<file path="config.mk">
export PLATFORM = sky130hd
export DESIGN_NAME = imem_loader
export DESIGN_NICKNAME = d
export VERILOG_FILES = /design/src/rtl/imem_loader.sv
export SDC_FILE = /design/constraint.sdc
export NUM_CORES = 1
export LEC_CHECK = 0
export CORE_ASPECT_RATIO = 0.7
export CORE_MARGIN = 3
export CORE_UTILIZATION = 60
export DETAILED_ROUTE_END_ITERATION = 10
export GPL_ROUTABILITY_DRIVEN = 1
export MAX_ROUTING_LAYER = met4
export PLACE_DENSITY = 0.89
export SLEW_MARGIN = 20
export SYNTH_ARGS = -nofsm -noshare
export SYNTH_HDL_FRONTEND = slang
export SYNTH_SLANG_ARGS = --single-unit
</file>
<file path="constraint.sdc">
create_clock -name clk -period 4.5 [get_ports clk]
set_clock_uncertainty 0.15 [all_clocks]
set_input_delay 0.9 -clock clk [delete_from_list [all_inputs] [get_ports clk]]
set_output_delay 0.9 -clock clk [all_outputs]
set_load 0.05 [all_outputs]
</file>
<file path="src/rtl/imem_loader.sv">
// +--------------------------------------------------------------------------+
// | imem_loader : byte-stream program loader for the instruction memory;      |
// | holds the CPU in reset until a checksum-verified image has been written.  |
// | Revision    : 1.0                                                         |
// +--------------------------------------------------------------------------+
`default_nettype none

module imem_loader #(
  parameter int ADDR_WIDTH = 10,
  parameter int DEPTH      = 1024
) (
  input  logic                  clk,
  input  logic                  rst,
  input  logic                  start_i,
  input  logic                  in_valid_i,
  input  logic [7:0]            in_data_i,
  output logic                  in_ready_o,
  output logic                  imem_we_o,
  output logic [ADDR_WIDTH-1:0] imem_addr_o,
  output logic [31:0]           imem_wdata_o,
  output logic                  cpu_hold_o,
  output logic                  done_o,
  output logic                  error_o
);

  localparam logic [2:0] S_IDLE   = 3'd0;
  localparam logic [2:0] S_LEN_LO = 3'd1;
  localparam logic [2:0] S_LEN_HI = 3'd2;
  localparam logic [2:0] S_DATA   = 3'd3;
  localparam logic [2:0] S_CSUM   = 3'd4;
  localparam logic [2:0] S_DONE   = 3'd5;
  localparam logic [2:0] S_ERR    = 3'd6;

  localparam logic [ADDR_WIDTH-1:0] C_ONE_A = ADDR_WIDTH'(1);
  localparam logic [16:0]           C_DEPTH = 17'(DEPTH);

  logic [2:0]            state_q, state_d;
  logic                  in_ready_q, in_ready_d;
  logic [15:0]           len_q, len_d;
  logic [ADDR_WIDTH-1:0] widx_q, widx_d;
  logic [1:0]            byte_cnt_q, byte_cnt_d;
  logic [7:0]            csum_q, csum_d;
  logic [31:0]           asm_q, asm_d;
  logic                  we_q, we_d;
  logic [ADDR_WIDTH-1:0] addr_q, addr_d;
  logic [31:0]           wdata_q, wdata_d;

  logic                  w_accept;
  logic [15:0]           w_len;
  logic                  w_len_bad;
  logic                  w_last_byte;
  logic                  w_last_word;

  assign w_accept    = in_valid_i && in_ready_q;
  assign w_len       = {in_data_i, len_q[7:0]};
  assign w_len_bad   = (w_len == 16'd0) || ({1'b0, w_len} > C_DEPTH);
  assign w_last_byte = (byte_cnt_q == 2'd3);
  // Truncated len-1 is exact because len never exceeds 2**ADDR_WIDTH.
  assign w_last_word = (widx_q == (len_q[ADDR_WIDTH-1:0] - C_ONE_A));

  // State register
  always_ff @(posedge clk) begin
    if (!rst) begin
      state_q    <= S_IDLE;
      in_ready_q <= 1'b0;
    end else begin
      state_q    <= state_d;
      in_ready_q <= in_ready_d;
    end
  end

  // Next-state logic
  always_comb begin
    state_d = state_q;
    case (state_q)
      S_IDLE:   if (start_i)  state_d = S_LEN_LO;
      S_LEN_LO: if (w_accept) state_d = S_LEN_HI;
      S_LEN_HI: if (w_accept) state_d = w_len_bad ? S_ERR : S_DATA;
      S_DATA:   if (w_accept && w_last_byte && w_last_word) state_d = S_CSUM;
      S_CSUM:   if (w_accept) state_d = (in_data_i == csum_q) ? S_DONE : S_ERR;
      S_DONE:   if (start_i)  state_d = S_LEN_LO;
      S_ERR:    if (start_i)  state_d = S_LEN_LO;
      default:  state_d = S_IDLE;
    endcase
  end

  // Output decode; in_ready is registered from the next state
  always_comb begin
    cpu_hold_o = (state_q != S_DONE);
    done_o     = (state_q == S_DONE);
    error_o    = (state_q == S_ERR);
    in_ready_d = (state_d == S_LEN_LO) || (state_d == S_LEN_HI) ||
                 (state_d == S_DATA)   || (state_d == S_CSUM);
  end

  // Datapath next-state
  always_comb begin
    len_d      = len_q;
    widx_d     = widx_q;
    byte_cnt_d = byte_cnt_q;
    csum_d     = csum_q;
    asm_d      = asm_q;
    we_d       = 1'b0;
    addr_d     = addr_q;
    wdata_d    = wdata_q;
    if (w_accept) begin
      case (state_q)
        S_LEN_LO: len_d[7:0] = in_data_i;
        S_LEN_HI: begin
          len_d[15:8] = in_data_i;
          if (!w_len_bad) begin
            widx_d     = '0;
            byte_cnt_d = 2'd0;
            csum_d     = 8'd0;
            asm_d      = 32'd0;
          end
        end
        S_DATA: begin
          asm_d[{byte_cnt_q, 3'b000} +: 8] = in_data_i;
          byte_cnt_d = byte_cnt_q + 2'd1;
          csum_d     = csum_q + in_data_i;
          if (w_last_byte) begin
            we_d    = 1'b1;
            addr_d  = widx_q;
            wdata_d = {in_data_i, asm_q[23:0]};
            widx_d  = widx_q + C_ONE_A;
          end
        end
        default: ;
      endcase
    end
  end

  always_ff @(posedge clk) begin
    if (!rst) begin
      len_q      <= 16'd0;
      widx_q     <= '0;
      byte_cnt_q <= 2'd0;
      csum_q     <= 8'd0;
      asm_q      <= 32'd0;
      we_q       <= 1'b0;
      addr_q     <= '0;
      wdata_q    <= 32'd0;
    end else begin
      len_q      <= len_d;
      widx_q     <= widx_d;
      byte_cnt_q <= byte_cnt_d;
      csum_q     <= csum_d;
      asm_q      <= asm_d;
      we_q       <= we_d;
      addr_q     <= addr_d;
      wdata_q    <= wdata_d;
    end
  end

  assign in_ready_o   = in_ready_q;
  assign imem_we_o    = we_q;
  assign imem_addr_o  = addr_q;
  assign imem_wdata_o = wdata_q;

endmodule

`default_nettype wire

</file>
# Yosys cells after proc, flatten, opt, wreduce, memory -nomap -nowiden
# Cells that the tools add are included.
# op_classes
addsub	5
mul	0
n_div	0
magnitude_cmp	1
eq_ne	16
shifts	2
n_mux	19
bitwise	0
reduce_logical	17
# op_table
operator	count
$pmux 32 s2	1
$bwmux 32	1
$mux 32	1
$shift 8x7->32 const A	1
$shiftx 8x7->32	1
$mux 10	2
$pmux 10 s2	1
$mux 3	6
$gt 16x11->1 const B	1
$logic_not 16->1	1
$pmux 8 s2	1
$pmux 3 s5	1
$eq 3x2->1 const B	4
$eq 3x3->1 const B	4
$add 10x1->10 const B	1
$eq 10x10->1	1
$sub 10x1->10 const B	1
$reduce_and 3->1	3
$add 8x8->8	1
$eq 8x8->1	1
$mux 8	1
$neg 5->7	1
$eq 3x1->1 const B	2
$logic_or 1x1->1	4
13 further kinds	18
# totals
ff_bits	109
latchBits	0
ramBits	0
mem_bits_ro	0
in_bits	12
elab_cells	71
n_memories	0

# Longest topological paths before layout
# depth
depth_word	9
ltp_mapped	9
ltp_nobuf	8

# Worst setup path before layout
# OpenSTA, ideal clock, no wires.
# synth_path
kind	input to register
from	in in_valid_i
to	reg widx_q[8]
arrival_time_ns	2.608
required_time_ns	4.290
setup_slack_ns	1.682
cell_stages	6
path_cell_list	nand2_1 > nor4b_2 > nand4_4 > a21o_1 > or4_1 > nand2_1
# synth_between
elab_chain_cells	2
# synth_lines
item	line_no	source
start, declared	15	input logic in_valid_i,
$logic_and 1x1->1	54	assign w_accept = in_valid_i && in_ready_q;
$reduce_and 4->1 (no source line)	-	
end signal, assigned	146	widx_q <= widx_d;
end, declared	40	logic [ADDR_WIDTH-1:0] widx_q, widx_d;
# No other way between the ends.
# A chain may end at the register's enable or synchronous reset.

# Final worst setup path
# layout_path
from	in in_data_i[1]
to	reg asm_q[22]
# layout_between
elab_chain_cells	4
word_cells_on_any_way	8
cone_classes	order compare: 1; eq/ne: 1; shift: 1; mux: 2; reduce/logical: 3
# layout_lines
item	line_no	source
start, declared	16	input logic [7:0] in_data_i,
$gt 16x11->1 or $logic_not 16->1 (tied branches)	56	assign w_len_bad = (w_len == 16'd0) || ({1'b0, w_len} > C_DEPTH);
$logic_or 1x1->1	56	
$ne 2x2->1 (no source line)	-	
$reduce_and 3->1 (no source line)	-	
end signal, assigned	149	asm_q <= asm_d;
end, declared	43	logic [31:0] asm_q, asm_d;
# Several ways; a longest one is shown, not always the timed one.

==> key figures <==
Status
  • Outcome: completed

Drt
  • Drc violations: 0
  • DR WL met3: roughly 900 um
  • Vias: about 4300
  • First-pass detailed-route iteration total: 5
  • Max Used Layer: met4
  • Detailed router's first-iteration violation count: about 340
  • ANT nets after route: 0
  • Total wire length: 11.82 mm
  • DR WL/cell: about 16 um
  • Met2 wire len: 5.411 mm
  • Via density: ~6.0
  • Met1 wire length: 5.231 mm

Global route
  • Total grt overflow: 0
  • Initial antenna violation count: 0
  • Vias in the first global route: a little over 4000
  • Global-route usage over all layers: 28.00%
  • Largest net degree at the start of global routing: 52
  • Global-route wire length before repair: around 20 mm

Setup path
  • CP Max Fanout: 26
  • CP Capture Type: flop
  • Crit path DAT: about 3700 ps
  • Critical path's largest stage delay: ~670 ps
  • Slowest CP cell: a21oi_1
  • CP required: roughly 4700 ps
  • Setup crit start kind: input pin
  • Setup Crit Path Kind: in2reg
  • CP dominant cell by count: a21oi_1
  • Cell Chain, Critical Path: clkdlybuf4s50_1, or2_2, o31ai_4, nand4_4, a21oi_1, nand3_1, a21oi_1

Run
  • Max-Cap Viols: 0

Timing
  • Final worst-path cycle share: 79.00%
  • Final hold viol count: 0
  • Relative slew margins: about 42%
  • Peak Freq: 281.3 MHz
  • RSZ-0062 raised after global routing: no
  • Period minus WS final: roughly 3600 ps
  • Slew Limit Fails: 0
  • Setup TNS: 0 ps
  • Endpoints failing setup: 0
  • Worst slew pin tran: 863.0 ps

Floorplanning
  • Num rows: 26
  • Die ar.: 8956 um^2
  • Chip height: 80.09 um
  • Initial core utilization: approximately 63%
  • Die width: 111.8 um
  • Placeable Area: roughly 7400 um^2
  • # IOs: 59

CTS
  • CTS sink cnt: between 100 and 150
  • Longest Clk Path Bufs: 2
  • CTS Buf Count: 9
  • Postcts setup bufs: 0
  • CTS root buffer: clkbuf_8
  • CTS tree: built
  • Htree depth: 3
  • Post-CTS sizing: 0
  • Hold buffers post-CTS: 0
  • Clock slew seen by the registers of the worst setup and hold paths: 110 ps
  • Worst skew pair latency: between 300 and 400 ps

Pwr
  • Power, Total: approximately 1.6 mW
  • Clock power share: a little under two fifths
  • Sequential Power Share: roughly 55%
  • Leakage Power: 1.892 nW
  • Sw Share: between 20% and 30%
  • Comb power frac: just over 7%
  • Pint: 1.214 mW
  • Power per Cell Area: 294.7 nW/um^2
  • IR drop worst, VDD: ~0.20 mV
  • Switching power total: approximately 0.42 mW

Placed design
  • Post-place instance area: about 5300 um^2
  • GPL Wtd Cong: 0.9293
  • Port Buffers: 58
  • Final HPWL DP: ~8 mm

Synth
  • Dominant synthesized flop cell: dfxtp_1
  • Post-synth top area share: 42.98%
  • Sequential cell area fraction in the yosys report: between 40% and 50%
  • Ys Warns: 0
  • Top cell type by total area after synthesis: dfxtp_1
  • Syn Inst Count: slightly below 600
  • Post-synth ARST share: 0%
  • Area contributors post-synth: dfxtp_1, a21oi_1, nand2_1, nand3_1, ha_1
  • Avg Cell Area, Syn: about 8.2 um^2
  • Synth cell types: a little under 60
  • Synth Register Bits: ~100
  • Post-synth EDFFs: 0
  • Mapped Nets: ~600
  • Area of the mapped netlist: 4705 um^2

Final layout
  • Layout filler cell count: 560
  • Design area: 5549 um^2
  • Share of cells above drive strength 1: 6.270%
  • Area Overhead vs Synth: 17.95%
  • Nets: 643
  • Antenna Cells: 0

Hold path
  • Hold crit path type: reg2reg
## path summary, 6_finish.rpt
kind	from	depth (start not counted)	slack (ps)	to
worst max-delay path	in_data_i[1]	7	940	asm_q[22]$_SDFFE_PN0P_
worst min register to register	asm_q[12]$_SDFFE_PN0P_	2	310	imem_wdata_o[12]$_SDFFE_PN0P_
worst min-delay path	asm_q[12]$_SDFFE_PN0P_	2	310	imem_wdata_o[12]$_SDFFE_PN0P_
worst max register to register	len_q[0]$_SDFFE_PN0P_	8	1200	asm_q[22]$_SDFFE_PN0P_
## cell families after synthesis
family          after synthesis  share of synthesized area, %
compound gates              121                         15.37
xor+xnor                     24                         4.468
fa+ha+maj                    15                         4.096
buf+inv                      47                         4.096
flops                       101                         42.98
mux                          12                         2.580
simple gates                257                         26.41
## worst max-delay path, delay by kind of cell
family	cells	cell delay (ps)
buffers and inverters	1	650
AND/OR/NAND/NOR	3	1050
AO/OA/AOI/OAI	3	1100
## metrics by stage
step	hold WS (ps)	setup slack [ps]	utilization (%)	std cells
CTS	310.0	1061	74.49	720
detailed placement	295.8	699.0	71.62	704
floorplan	282.1	1683	-	577
finish	305.2	944.9	74.49	720
global route	325.0	830.6	74.49	720
global placement	291.5	816.8	71.62	704
## cells in the final DEF, fill, tap and decap left out, types with 11 or more instances in the layout
master / instances
nor2_1: 35
nand2_1: 113
clkdlybuf4s50_1: 58
xnor2_1: 15
ha_1: 13
a21oi_1: 89
nand3_1: 43
nand2b_1: 21
mux2i_1: 11
dfxtp_1: 101
## metal layers
layer,vias up,track usage [%]
met2,190,44.02
met5,-,-
met3,30,6.325
met1,2022,35.85
met4,0,10.21
li1,2066,-
## flip-flops by register name (all words and copies together) (netlist names)
name	flops
imem_wdata_o	32
asm_q	24
imem_addr_o	10
len_q	10
widx_q	10
csum_q	8
state_q	3
byte_cnt_q	2
imem_we_o	1
in_ready_o	1
## synth_stat cells, types with 3 or more instances
cell,number
nand2_1,113
xnor2_1,15
a21o_1,3
clkbuf_1,32
dfxtp_1,101
buf_2,3
nand2b_1,21
a211oi_1,3
and2_1,4
inv_1,9
nor4_1,3
nand3_1,43
nor2_1,35
xor2_1,9
nor3b_1,3
and3_1,3
mux2i_1,11
nand4_1,6
nor3_1,8
a21oi_1,89
ha_1,13
or4_1,3
## power by group through the flow
stage / Clock, mW / Sequential (mW) / Combinational [mW]
2_1_floorplan: 0 / 0.927 / 0.0750
3_3_place_gp: 0 / 0.927 / 0.110
3_5_place_dp: 0 / 0.927 / 0.113
4_1_cts: 0.622 / 0.906 / 0.114
5_1_grt: 0.655 / 0.908 / 0.125
6_report: 0.612 / 0.907 / 0.116
## final cells by class
type	instances	area, um^2	area share [%]
multi-input combinational	429	2496	44.98
inverter	9	33.78	0.6088
timing repair buffer	67	660.6	11.91
tap	98	122.6	2.210
clock inverter	7	90.09	1.623
sequential	101	2022	36.44
clock buffer	9	123.9	2.232
(Power assumes the default switching activity.)
